## src/rtl/ram_playback_reader_pkg.sv

```systemverilog
// Shared definitions for the RAM playback reader and the recorder write path:
// default RAM address/sample widths and the playback FSM state encoding.
package ram_playback_reader_pkg;

  localparam int unsigned PB_ADDR_W = 26;
  localparam int unsigned PB_DATA_W = 8;

  localparam logic [2:0] S_IDLE  = 3'd0;
  localparam logic [2:0] S_REQ   = 3'd1;
  localparam logic [2:0] S_WAIT  = 3'd2;
  localparam logic [2:0] S_ACK   = 3'd3;
  localparam logic [2:0] S_FLUSH = 3'd4;

  typedef enum logic [2:0] {
    ST_IDLE  = S_IDLE,
    ST_REQ   = S_REQ,
    ST_WAIT  = S_WAIT,
    ST_ACK   = S_ACK,
    ST_FLUSH = S_FLUSH
  } pb_state_e;

endpackage

```

## src/rtl/playback_fifo.sv

```systemverilog
// Sample buffer between the RAM read path and the DAC strobe: power-of-two
// depth, registered read port that holds its value until the next pop.
module playback_fifo #(
  parameter int unsigned DATA_W = 8,
  parameter int unsigned DEPTH  = 4
) (
  input  logic                     i_clk,
  input  logic                     i_rst_n,
  input  logic                     i_push,
  input  logic [DATA_W-1:0]        i_wdata,
  input  logic                     i_pop,
  input  logic                     i_flush,
  output logic [DATA_W-1:0]        o_rdata,
  output logic                     o_full,
  output logic                     o_empty,
  output logic [$clog2(DEPTH):0]   o_count
);

  localparam int unsigned PTR_W = $clog2(DEPTH);
  localparam int unsigned CNT_W = PTR_W + 1;

  logic [DATA_W-1:0] r_mem [DEPTH];
  logic [PTR_W-1:0]  r_wr_ptr;
  logic [PTR_W-1:0]  r_rd_ptr;
  logic [CNT_W-1:0]  r_count;
  logic [DATA_W-1:0] r_rdata;
  logic              w_do_push;
  logic              w_do_pop;

  assign o_empty = (r_count == '0);
  assign o_full  = (r_count == CNT_W'(DEPTH));
  assign o_count = r_count;
  assign o_rdata = r_rdata;

  // A pop frees a slot in the same cycle, so push on full succeeds alongside it.
  assign w_do_pop  = i_pop & ~o_empty;
  assign w_do_push = i_push & (~o_full | w_do_pop);

  always_ff @(posedge i_clk or negedge i_rst_n) begin
    if (!i_rst_n) begin
      r_wr_ptr <= '0;
      r_rd_ptr <= '0;
      r_count  <= '0;
      r_rdata  <= '0;
    end else begin
      if (w_do_pop) begin
        r_rdata <= r_mem[r_rd_ptr];
      end
      if (i_flush) begin
        r_wr_ptr <= '0;
        r_rd_ptr <= '0;
        r_count  <= '0;
      end else begin
        if (w_do_push) begin
          r_wr_ptr <= r_wr_ptr + PTR_W'(1);
        end
        if (w_do_pop) begin
          r_rd_ptr <= r_rd_ptr + PTR_W'(1);
        end
        case ({w_do_push, w_do_pop})
          2'b10:   r_count <= r_count + CNT_W'(1);
          2'b01:   r_count <= r_count - CNT_W'(1);
          default: r_count <= r_count;
        endcase
      end
    end
  end

  always_ff @(posedge i_clk) begin
    if (w_do_push && !i_flush) begin
      r_mem[r_wr_ptr] <= i_wdata;
    end
  end

endmodule

```

## src/rtl/ram_playback_reader.sv

```systemverilog
// Streams samples from RAM address 0..end_address into a small FIFO drained by
// the DAC strobe. Define PLAYBACK_LOOP_EN to wrap to address 0 until stopped.
module ram_playback_reader
  import ram_playback_reader_pkg::*;
#(
  parameter int unsigned ADDR_W     = PB_ADDR_W,
  parameter int unsigned DATA_W     = PB_DATA_W,
  parameter int unsigned FIFO_DEPTH = 4
) (
  input  logic                          clk,
  input  logic                          reset,
  input  logic                          start,
  input  logic                          stop,
  input  logic [ADDR_W-1:0]             end_address,
  input  logic                          ram_rdy,
  output logic [ADDR_W-1:0]             address,
  output logic                          read_request,
  input  logic                          rd_data_pres,
  input  logic [DATA_W-1:0]             data_out,
  output logic                          read_ack,
  input  logic                          sample_req,
  output logic [DATA_W-1:0]             sample,
  output logic                          busy,
  output logic                          done,
  output logic                          underrun,
  output logic [2:0]                    o_dbg_state,
  output logic [$clog2(FIFO_DEPTH):0]   o_dbg_fifo_count
);

  pb_state_e         r_state;
  logic [ADDR_W-1:0] r_address;
  logic [ADDR_W-1:0] r_end_address;
  logic              r_read_request;
  logic              r_read_ack;
  logic              r_busy;
  logic              r_done;
  logic              r_underrun;
  logic              r_stopping;

  logic              w_push;
  logic              w_pop;
  logic              w_flush;
  logic              w_full;
  logic              w_empty;
  logic              w_at_end;
  logic              w_abort;
  logic [DATA_W-1:0] w_fifo_q;

  // RAM handshake: read_request stays high until rd_data_pres; read_ack then
  // stays high until rd_data_pres falls. Data is taken on the first
  // rd_data_pres cycle, so exactly one word moves per request.
  assign w_at_end = (r_address == r_end_address);
  assign w_abort  = r_stopping | stop;
  assign w_pop    = sample_req & ~w_empty;
  assign w_push   = (r_state == ST_WAIT) & rd_data_pres & ~w_abort;
  assign w_flush  = (((r_state == ST_REQ) || (r_state == ST_FLUSH)) && stop) ||
                    ((r_state == ST_ACK) && !rd_data_pres && w_abort);

  playback_fifo #(
    .DATA_W (DATA_W),
    .DEPTH  (FIFO_DEPTH)
  ) u_fifo (
    .i_clk   (clk),
    .i_rst_n (reset),
    .i_push  (w_push),
    .i_wdata (data_out),
    .i_pop   (w_pop),
    .i_flush (w_flush),
    .o_rdata (w_fifo_q),
    .o_full  (w_full),
    .o_empty (w_empty),
    .o_count (o_dbg_fifo_count)
  );

  always_ff @(posedge clk or negedge reset) begin
    if (!reset) begin
      r_state        <= ST_IDLE;
      r_address      <= '0;
      r_end_address  <= '0;
      r_read_request <= 1'b0;
      r_read_ack     <= 1'b0;
      r_busy         <= 1'b0;
      r_done         <= 1'b0;
      r_underrun     <= 1'b0;
      r_stopping     <= 1'b0;
    end else begin
      r_done <= 1'b0;
      if (sample_req && w_empty && r_busy) begin
        r_underrun <= 1'b1;
      end

      case (r_state)
        ST_IDLE: begin
          if (start) begin
            r_address     <= '0;
            r_end_address <= end_address;
            r_busy        <= 1'b1;
            r_underrun    <= 1'b0;
            r_stopping    <= 1'b0;
            r_state       <= ST_REQ;
          end
        end

        ST_REQ: begin
          if (stop) begin
            r_busy  <= 1'b0;
            r_state <= ST_IDLE;
          end else if (ram_rdy && !w_full) begin
            r_read_request <= 1'b1;
            r_state        <= ST_WAIT;
          end
        end

        ST_WAIT: begin
          if (stop) begin
            r_stopping <= 1'b1;
          end
          if (rd_data_pres) begin
            r_read_request <= 1'b0;
            r_read_ack     <= 1'b1;
            r_state        <= ST_ACK;
          end
        end

        ST_ACK: begin
          if (stop) begin
            r_stopping <= 1'b1;
          end
          if (!rd_data_pres) begin
            r_read_ack <= 1'b0;
            if (w_abort) begin
              r_stopping <= 1'b0;
              r_busy     <= 1'b0;
              r_state    <= ST_IDLE;
            end else if (w_at_end) begin
`ifdef PLAYBACK_LOOP_EN
              r_address <= '0;
              r_state   <= ST_REQ;
`else
              r_state   <= ST_FLUSH;
`endif
            end else begin
              r_address <= r_address + ADDR_W'(1);
              r_state   <= ST_REQ;
            end
          end
        end

        ST_FLUSH: begin
          if (stop) begin
            r_busy  <= 1'b0;
            r_state <= ST_IDLE;
          end else if (w_empty) begin
            r_done  <= 1'b1;
            r_busy  <= 1'b0;
            r_state <= ST_IDLE;
          end
        end

        default: begin
          r_state <= ST_IDLE;
        end
      endcase
    end
  end

  assign address      = r_address;
  assign read_request = r_read_request;
  assign read_ack     = r_read_ack;
  assign sample       = w_fifo_q;
  assign busy         = r_busy;
  assign done         = r_done;
  assign underrun     = r_underrun;
  assign o_dbg_state  = r_state;

endmodule

```

## config.mk

```make
export PLATFORM = sky130hd
export DESIGN_NAME = ram_playback_reader
export DESIGN_NICKNAME = d
export VERILOG_FILES = /design/src/rtl/ram_playback_reader_pkg.sv /design/src/rtl/playback_fifo.sv /design/src/rtl/ram_playback_reader.sv
export SDC_FILE = /design/constraint.sdc
export NUM_CORES = 1
export LEC_CHECK = 0
export BUFFER_PORTS_ARGS = -buffer_cell sky130_fd_sc_hd__buf_2
export CAP_MARGIN = 20
export CELL_PAD_IN_SITES_DETAIL_PLACEMENT = 2
export CELL_PAD_IN_SITES_GLOBAL_PLACEMENT = 2
export CORE_MARGIN = 1.5
export CORE_UTILIZATION = 33
export DETAILED_ROUTE_END_ITERATION = 10
export PLACE_DENSITY = 0.88
export SYNTH_ARGS = -nofsm -noshare
export SYNTH_HDL_FRONTEND = slang
export SYNTH_HIERARCHICAL = 1
export SYNTH_SLANG_ARGS = --single-unit
```

## constraint.sdc

```tcl
create_clock -name clk -period 2.4 [get_ports clk]
set_clock_uncertainty 0.1 [all_clocks]
set_input_delay 0.12 -clock clk [delete_from_list [all_inputs] [get_ports clk]]
set_output_delay 0.12 -clock clk [all_outputs]
set_load 0.02 [all_outputs]
```

==> results.cfg <==
[outcome]
status = finished, final reports clean

[sta]
grt_setup_unrepaired = yes
fin_ws_ns = 0.07674
maxSlewHeadroom = 0.5929
setup-violations-final = 0
tightestPinTransition_ns = 0.6022
drv_slew = 0
fin_hold_ws_ns = 0.03720
max_freq_mhz = 430.4
fin_crit_ns = 2.323
period_share = 0.9680
hold_viol_final = 0

[layout]
n_antenna_cell = 0
nNetsFinal = 720
drive_above_1_share = 0.3245
final_cells = 894
final_common_cell = nand2_1
area_growth_pct = 32.33
final_cell_mix = nand2_1 (107), buf_2 (84), dfrtp_1 (70)
n_fill_cell = 1720

[yosys]
yosysTopAreaCellShare = 0.3500
synth-async-reset-ratio = 0.7037
synthCells = 513
avgSynthCellArea_sq_um = 10.59
ys_ff_latch = 108
synth_nets = 560
synth_flop_cell = dfrtp_1
yosysSeqAreaShare = 0.5268
ys_types = 66
yosys.area.top_type = dfrtp_1
yosys-top-cells-area = dfrtp_1 (35%), edfxtp_1 (18%), nand2_1 (7.5%)
synth_area_sq_um = 5434
yosysWarnings = 6
synth_edf_count = 32

[floorplanning]
die-area_sq_um = 17240
initial_core_util = 0.3396
ios = 86
rows = 46
core_area_sq_um = 16000
fp.dieW_um = 131.3
fp.dieH_um = 131.3

[placement]
dp_hpwl_mm = 13.59
gp_congestion = 0.8089
dpl.cell_count = 835
io_buffer_count = 85
place_ws_ns = -0.02890

[route]
antenna_left = 0
drc = 0
wirelength_mm = 19.76
drt_iter0_drc = 241
vias_per_cell = 5.276
vias = 4717
wl_per_cell_um = 22.10
first_pass_iters = 4

[global_routing]
grtUsageTotal = 0.2313
use_met3 = 0.04321
grt_pass1_wl_mm = 30.77
grt_pass1_vias = 5388
grtUsageMet2 = 0.4377
antenna_found_initial = 0
busiest_layer = met2
grt_use_met1 = 0.2618
grt_max_degree = 40
grt_overflow = 0

[clocking]
clk_pin_slew_ns = 0.08
root_buffer = clkbuf_16
worst_skew_pair.late_latency_ns = 0.37
cts_tree = built
clockBufferDepth = 2
htreeDepth = 3
cts-buffers-inserted = 9
clkSinkCount = 108

[power_and_ir_drop]
power.density_nw_per_um2 = 908.4
leakage_uw = 0.003366
vdd_drop_max_mv = 0.4070

[setup_path]
arrival_ns = 2.47
reg2reg_slack_ns = 0.08
crit_required_ns = 2.54
start_kind = flop
crit_type = reg -> reg
cp_max_fo = 7
critPathCaptureType = flop

[run]
maxCapViolCount = 0

[worst_hold_path]
min_path_type = in -> reg
==> where the power goes <==
| part | internal, uW | switching, uW |
|---|---|---|
| combinational | 909 | 1330 |
| sequential | 2260 | 378 |
| clock | 850 | 804 |
| total | 4020 | 2520 |
==> routing by layer <==
layer  up-vias  share of wire
met5         -              0
met4         0          0.019
met3        22          0.032
met2       118           0.54
met1      2444           0.41
li1       2133              -
==> kinds of logic (layout without fill, tap and decap cells) <==
group,Yosys count,in the layout,share of synthesized area
buf+inv,45,209,0.04651
xor+xnor,30,30,0.04835
simple gates,225,225,0.2022
compound gates,75,76,0.09510
fa+ha+maj,6,6,0.01520
mux,24,24,0.06585
flops,108,108,0.5268
==> sequential cells by signal, indices dropped and copies added (netlist names) <==
signal,cells
busy,1
done,1
u_fifo/o_rdata,8
r_end_address,26
r_stopping,1
underrun,1
u_fifo/r_wr_ptr,2
read_request,1
address,26
u_fifo/r_mem,32
o_dbg_state,3
u_fifo/o_count,3
read_ack,1
u_fifo/r_rd_ptr,2
==> Yosys cell counts (9+ instances only) <==
| cell | number |
|---|---|
| nand2_1 | 108 |
| dfrtp_1 | 76 |
| edfxtp_1 | 32 |
| xor2_1 | 29 |
| nor2_1 | 20 |
| nand3_1 | 18 |
| nor3_1 | 18 |
| o21ai_0 | 15 |
| a21oi_1 | 14 |
| clkbuf_1 | 13 |
| inv_1 | 11 |
| a21o_1 | 10 |
| mux2_2 | 10 |
| buf_6 | 9 |
==> final cells by class <==
type	instances	area, sq um	area share
Clock buffer	9	225.2	0.03132
Clock inverter	7	102.6	0.01427
Inverter	12	45.04	0.006264
Multi-Input combinational cell	361	2420	0.3365
Sequential cell	108	2870	0.3992
Tap cell	216	270.3	0.03758
Timing Repair Buffer	181	1257	0.1749
==> what timing repair did <==
action                                  CTS  global route
gates resized for setup                   5            19
pin swaps                                 3             3
hold buffers                             37             0
endpoints found under the hold margin    98             0
cloned                                    0             1
buffers inserted                          4             2
endpoints found under the setup margin   20            57
==> path summary, 6_finish.rpt <==
| kind | start | to | cells after the start |
|---|---|---|---|
| setup reg to reg | address[11]$_DFFE_PN0P_ | address[25]$_DFFE_PN0P_ | 6 |
| min in group asynchronous | reset | u_fifo/o_rdata[6]$_DFFE_PN0N_ | 2 |
| hold / removal | rd_data_pres | o_dbg_state[0]$_DFFE_PN0P_ | 3 |
| hold reg to reg | u_fifo/o_rdata[3]$_DFFE_PN0N_ | u_fifo/o_rdata[3]$_DFFE_PN0N_ | 1 |
| max in group asynchronous | reset | address[6]$_DFFE_PN0P_ | 3 |
| setup / recovery | address[11]$_DFFE_PN0P_ | address[25]$_DFFE_PN0P_ | 6 |
==> worst max-delay path, cell delays in order, from the launching register on <==
cell and delay (ns):
dfrtp_1 0.47, and4_1 0.32, nand3_4 0.12, or4_4 0.59, nor3_2 0.20, o22ai_1 0.12, mux2_4 0.27
==> through the flow <==
step                      power, uW  instance area [sq um]  utilization   TNS (ns)
after floorplan                3932                   5468            -          0
after global placement         4555                   6365       0.3978          0
after detailed placement       4752                   6365       0.3978   -0.04058
after CTS                      6504                   7106       0.4441  -0.001362
after global routing           6892                   7191       0.4494   -0.02025
final                          6532                   7191       0.4494          0
(Power assumes the default switching activity.)
